File: src/rtl/decode_dense_pipe.sv
// Elastic DEPTH-stage register between decode and the dense engine: carries the
// decoded instruction fields with valid/ready handshake, bubble collapse, flush and occupancy.
module decode_dense_pipe #(
    parameter int size            = 3,
    parameter int data_size       = 16,
    parameter int act_type_size   = 4,
    parameter int dense_type_size = 4,
    parameter int cost_type_size  = 8,
    parameter int index_size      = 32,
    parameter int DEPTH           = 2
) (
    input  logic                          clk,
    input  logic                          reset,
    input  logic                          flush,
    input  logic                          in_valid,
    output logic                          in_ready,
    input  logic [act_type_size-1:0]      act_type,
    input  logic [dense_type_size-1:0]    dense_type,
    input  logic [cost_type_size-1:0]     cost_type,
    input  logic [data_size*size-1:0]     w,
    input  logic [data_size*size-1:0]     x,
    input  logic [data_size*size-1:0]     label,
    input  logic [index_size-1:0]         w_layer_index,
    input  logic [index_size-1:0]         w_row_index,
    input  logic                          is_update,
    input  logic                          load_w,
    input  logic                          backprop_cost,
    output logic                          out_valid,
    input  logic                          out_ready,
    output logic [act_type_size-1:0]      act_type_out,
    output logic [dense_type_size-1:0]    dense_type_out,
    output logic [cost_type_size-1:0]     cost_type_out,
    output logic [data_size*size-1:0]     w_out,
    output logic [data_size*size-1:0]     x_out,
    output logic [data_size*size-1:0]     label_out,
    output logic [index_size-1:0]         w_layer_index_out,
    output logic [index_size-1:0]         w_row_index_out,
    output logic                          is_update_out,
    output logic                          load_w_out,
    output logic                          backprop_cost_out,
    output logic [$clog2(DEPTH+1)-1:0]    occupancy
);
    localparam int VW = data_size * size;
    localparam int PW = act_type_size + dense_type_size + cost_type_size + 3 * VW + 2 * index_size + 3;
    localparam int OW = $clog2(DEPTH + 1);

    logic [PW-1:0]    in_pay;
    logic [PW-1:0]    pay   [DEPTH];
    logic [PW-1:0]    src_p [DEPTH];
    logic [DEPTH-1:0] v, adv, src_v, v_next;
    logic [OW-1:0]    occ_next;
    logic             carry;
    logic             upd_q, ldw_q, bp_q;

    assign in_pay = {act_type, dense_type, cost_type, w, x, label,
                     w_layer_index, w_row_index, is_update, load_w, backprop_cost};

    // A stage may load when it is empty or its successor is moving on (bubble collapse).
    always_comb begin
        adv   = '0;
        carry = out_ready | ~v[DEPTH-1];
        adv[DEPTH-1] = carry;
        for (int k = DEPTH - 2; k >= 0; k--) begin
            carry  = carry | ~v[k];
            adv[k] = carry;
        end
    end

    assign in_ready = adv[0] & ~flush & ~reset;

    always_comb begin
        src_v    = '0;
        src_v[0] = in_valid & in_ready;
        src_p[0] = in_pay;
        for (int k = 1; k < DEPTH; k++) begin
            src_v[k] = v[k-1];
            src_p[k] = pay[k-1];
        end
        v_next   = '0;
        occ_next = '0;
        for (int k = 0; k < DEPTH; k++) begin
            v_next[k] = adv[k] ? src_v[k] : v[k];
            occ_next  = occ_next + OW'(v_next[k]);
        end
    end

    always_ff @(posedge clk) begin
        if (reset) begin
            v         <= '0;
            occupancy <= '0;
            // NOTE: payloads are reset too, so every output reads zero right after reset.
            for (int k = 0; k < DEPTH; k++) pay[k] <= '0;
        end else if (flush) begin
            v         <= '0;
            occupancy <= '0;
        end else begin
            v         <= v_next;
            occupancy <= occ_next;
            for (int k = 0; k < DEPTH; k++)
                if (adv[k] && src_v[k]) pay[k] <= src_p[k];
        end
    end

    assign {act_type_out, dense_type_out, cost_type_out, w_out, x_out, label_out,
            w_layer_index_out, w_row_index_out, upd_q, ldw_q, bp_q} = pay[DEPTH-1];

    assign out_valid         = v[DEPTH-1];
    assign is_update_out     = upd_q & out_valid;
    assign load_w_out        = ldw_q & out_valid;
    assign backprop_cost_out = bp_q & out_valid;

endmodule

File: config.mk
export PLATFORM = sky130hd
export DESIGN_NAME = decode_dense_pipe
export DESIGN_NICKNAME = d
export VERILOG_FILES = /design/src/rtl/decode_dense_pipe.sv
export SDC_FILE = /design/constraint.sdc
export NUM_CORES = 1
export LEC_CHECK = 0
export ABC_AREA = 0
export BUFFER_PORTS_ARGS = -buffer_cell sky130_fd_sc_hd__buf_2
export CELL_PAD_IN_SITES_DETAIL_PLACEMENT = 1
export CELL_PAD_IN_SITES_GLOBAL_PLACEMENT = 1
export CORE_MARGIN = 2
export CORE_UTILIZATION = 51
export DETAILED_ROUTE_END_ITERATION = 10
export PLACE_DENSITY_LB_ADDON = 0.1
export SKIP_LAST_GASP = 1
export SLEW_MARGIN = 20
export SYNTH_ARGS = -nofsm -noshare
export SYNTH_HDL_FRONTEND = slang
export SYNTH_SLANG_ARGS = --single-unit
File: constraint.sdc
create_clock -name clk -period 19.5 [get_ports clk]
set_clock_uncertainty 0.05 [all_clocks]
set_input_delay 1.95 -clock clk [delete_from_list [all_inputs] [get_ports clk]]
set_output_delay 1.95 -clock clk [all_outputs]
set_load 0.02 [all_outputs]
After elaboration in Yosys (flattened, before gate mapping)
Memories as Yosys holds them, arrays and structs flattened.
Index checks and enable logic that the tools add are counted.
{"block": "op_classes", "muxes": 14, "bitwise": 14, "reduce_logical": 3, "addsub": 1}
{"cell": "$mux 227", "n": 2}
{"cell": "$mux 1", "n": 12}
{"cell": "$and 1x1->1", "n": 6}
{"cell": "$not 1->1", "n": 4}
{"cell": "$or 1x1->1", "n": 4}
{"cell": "$add 1x1->2", "n": 1}
{"cell": "$logic_and 1x1->1", "n": 2}
{"cell": "$reduce_or 2->1", "n": 1}
{"block": "word_totals", "n_memories": 1, "ramBits": 454, "out_inout_bits": 231, "in_bits": 232, "regBits": 4, "word_cells": 35}
{"name": "pay", "words": 2, "word_bits": 227, "rd": 2, "rd_ports_with_merged_regs": 0, "wr": 2, "line_no": "48", "source": "logic [PW-1:0] pay [DEPTH];"}

Depth between registers and ports, before layout
{"block": "logic_depth", "word_depth": 12, "depth_mapped": 7, "mapped_depth_nobuf": 4}

Worst setup path before layout
OpenSTA, ideal clock, no wires.
{"block": "synth_path", "path_type": "input -> register", "startpoint": "input out_ready", "endpoint": "memory pay[0][0] (netlist bit) (enable)", "arrival_ps": 12988, "setup_slack_ps": 5601, "n_path_buf": 3, "stages": 5, "setup_time_ps": 861, "required_ps": 18589, "cell_sequence": "and3b_1 > buf_6 > buf_6 > buf_2 > o21bai_1"}
{"item": "start, declared", "line_no": "29", "source": "input logic out_ready,"}
{"item": "end, declared", "line_no": "48"}

Final worst setup path
{"block": "layout_path", "startpoint": "input reset", "endpoint": "output in_ready"}
{"block": "layout_via", "elab_chain_cells": 2}
{"item": "start, declared", "line_no": "13", "source": "input logic reset,"}
{"item": "$not 1->1", "line_no": "69", "source": "assign in_ready = adv[0] & ~flush & ~reset;"}
{"item": "$and 1x1->1", "line_no": "69"}
{"item": "end, declared", "line_no": "16", "source": "output logic in_ready,"}
No other way between the ends.

==> impl_metrics.ini <==
[run_status]
result_of_the_run = finished clean

[floorplan]
placement_rows = 78
die-area_um2 = 47900
die_y_um = 219
floorplan.io_pins = 463
die_width_um = 219
start_util = 0.517
core_um2 = 45500

[cells_and_area]
drive_gt1_frac = 0.657
syn2layout_area_growth_pct = 8.18
final_cell_mix = sky130_fd_sc_hd__buf_2, sky130_fd_sc_hd__edfxtp_1, sky130_fd_sc_hd__nor4b_2
finalNetCount = 1699
layout_commonest_cell = sky130_fd_sc_hd__buf_2

[power]
power_per_cell_area_nw_per_um2 = 89.5
internal-power_mw = 1.74
vdd_ir_drop_max_v = 0.0000618
power.clock.fraction = 0.396
static-leakage-power_nw = 8.73
seqPwrFrac = 0.510
sw_frac_of_total = 0.235
power_switching_mw = 0.535
power.combinational.fraction = 0.094

[placement]
detailedPlace.worstSlack_ns = 13.90
portBuffers = 462
dp.final_hpwl_mm = 30.8
routabilityCongestion = 0.752

[drt]
drt-wirelength-per-cell_um = 24.0
drt_drc_violations_left = 0
vias = 11700
drt_first_pass_iters = 5
vias_per_cell = 5.55
drt_first_iter_violations = 992
detail_route.wirelength_mm = 50.8
detail-route-antenna-nets = 0

[setup_path]
critPathCaptureType = output port
timing.critical_path.slowest_stage_cell = sky130_fd_sc_hd__or2_4
worst-endpoint-required_ns = 17.50
crit_path_max_incr_delay_ns = 0.81
crit_path_start_kind = input pin
cp_common_cell = sky130_fd_sc_hd__buf_2
timing.critical_path.cells = buf_2 > or2_4 > nor2_1 > buf_2
critPathArrivalTime_ns = 3.16
path_class = input pin to output port
critPathMaxFanout = 59

[cts]
cts.sink_count = 458
number_of_clock_buffers_inserted_by_tritoncts = 50
postCtsSetupBuffers = 0
htree_num_levels = 2
ctsLongestPathBuffers = 3
root_buffer_cell = sky130_fd_sc_hd__clkbuf_16
clk-insertion-delay-late_ns = 0.57
cts_tree = built
clk_pin_slew_ns = 0.06
ctsResizeCount = 0
postCtsHoldBufs = 0

[timing]
worst_slew_margin_relative_to_its_limit = 0.232
period_utilisation_layout = 0.265
setup_tns_ns = 0
rsz_0062_raised_after_global_routing = no
setup-violations-final = 0
fin_crit_ns = 5.16
final_hold_viol_count = 0
layout_setup_ws_ns = 14.34
tightest_pin_transition_ns = 1.15
fmax_ghz = 0.194
timing_max_transition_violations_final = 0

[yosys]
netlist-cell-type-count = 22
synth.cell_area_um2 = 23500
yosys_warnings = 0
synth.net_count = 1542
gate_count_after_technology_mapping = 1309
synth.avg_cell_area_um2 = 18.0
yosysSeqAreaShare = 0.583
yosys_register_bits = 458

[grt]
pin_count_of_the_biggest_net_entering_global_routing = 164
number_of_global_route_vias_before_repair = 12100
globalRoute.busiestLayer = met2
groute.layer.met2.usage = 0.331
grt_first_pass_wirelength_mm = 75.7
total_congestion_overflow_after_global_routing = 0
use_met1 = 0.267
grt_antenna_before_repair = 24
grt.total_usage = 0.207
grt_use_met3 = 0.0779

[flow_run]
max_cap_violations = 0

[worst_hold_path]
hold_path_class = register to register
## worst max-delay path, delay by kind of cell
family / cells / cell delay [ns]
and+or+nand+nor: 2 / 0.89
buffers and inverters: 2 / 0.32
## state kept, by name, indices dropped and copies added (netlist names)
signal,count
pay,454
occupancy,2
v,2
## final cells by class
cell class                 instances  area, µm²
antenna                           10       25.0
clock buffer                      68       1380
clock inverter                    23        158
fill                            4186      20000
inverter                           2       7.51
multi-input combinational        473       6900
sequential                       458      13700
tap                              600        751
timing repair buffer             481       2520
## power groups by stage
| stage | clock network, mW | registers [mW] | logic, mW |
|---|---|---|---|
| 3_5_place_dp | 0 | 1.18 | 0.218 |
| 2_1_floorplan | 0 | 1.19 | 0.185 |
| 4_1_cts | 0.924 | 1.16 | 0.219 |
| 5_1_grt | 0.958 | 1.17 | 0.230 |
| 6_report | 0.902 | 1.16 | 0.215 |
| 3_3_place_gp | 0 | 1.18 | 0.216 |
## routing by layer
| layer | wire length (µm) | vias to the layer above |
|---|---|---|
| met2 | 24700 | 314 |
| met3 | 4300 | 94 |
| met1 | 20700 | 6002 |
| met4 | 988 | 26 |
| li1 | - | 5310 |
| met5 | 172 | - |
## metrics by stage
step,hold WS (ns),area (µm²),util,total power [mW],std cells
floorplan,0.417,23500,-,1.38,1309
global placement,0.508,23900,0.525,1.40,2014
detailed placement,0.511,23900,0.525,1.40,2014
CTS,0.523,25400,0.559,2.31,2105
global route,0.560,25400,0.560,2.36,2110
finish,0.534,25500,0.560,2.28,2115
## cells in the mapped netlist
cell / instances / area (µm²)
sky130_fd_sc_hd__buf_2: 53 / 265
sky130_fd_sc_hd__a21oi_1: 1 / 5.00
sky130_fd_sc_hd__o21a_1: 1 / 7.51
sky130_fd_sc_hd__nand2_1: 1 / 3.75
sky130_fd_sc_hd__nor4b_1: 16 / 140
sky130_fd_sc_hd__a21o_1: 1 / 7.51
sky130_fd_sc_hd__o21bai_1: 1 / 7.51
sky130_fd_sc_hd__nand2b_1: 2 / 12.5
sky130_fd_sc_hd__dfxtp_1: 4 / 80.1
sky130_fd_sc_hd__nor4b_4: 3 / 71.3
sky130_fd_sc_hd__ha_1: 1 / 12.5
sky130_fd_sc_hd__buf_4: 244 / 1830
sky130_fd_sc_hd__inv_1: 2 / 7.51
sky130_fd_sc_hd__and2_1: 5 / 31.3
sky130_fd_sc_hd__nor2_1: 3 / 11.3
sky130_fd_sc_hd__nor4b_2: 435 / 6530
sky130_fd_sc_hd__buf_6: 74 / 833
sky130_fd_sc_hd__edfxtp_1: 454 / 13600
sky130_fd_sc_hd__or2_1: 1 / 6.26
sky130_fd_sc_hd__clkbuf_1: 5 / 18.8
sky130_fd_sc_hd__a31o_2: 1 / 8.76
sky130_fd_sc_hd__and3b_1: 1 / 8.76
## path summary, 6_finish.rpt
kind | startpoint | to | slack [ns] | depth (start not counted)
min | v[0] | v[1] | 0.53 | 2
min reg2reg | v[0] | v[1] | 0.53 | 2
max reg2reg | v[0] | pay[0][103] | 15.58 | 4
max | reset | in_ready | 14.34 | 4
## kinds of logic after synthesis
| family | share of synthesized area |
|---|---|
| simple gates | 0.290 |
| buf+inv | 0.126 |
| fa+ha+maj | 0.000532 |
| compound gates | 0.00154 |
| flops | 0.583 |
No activity file was read; power rests on OpenSTA's default activity.
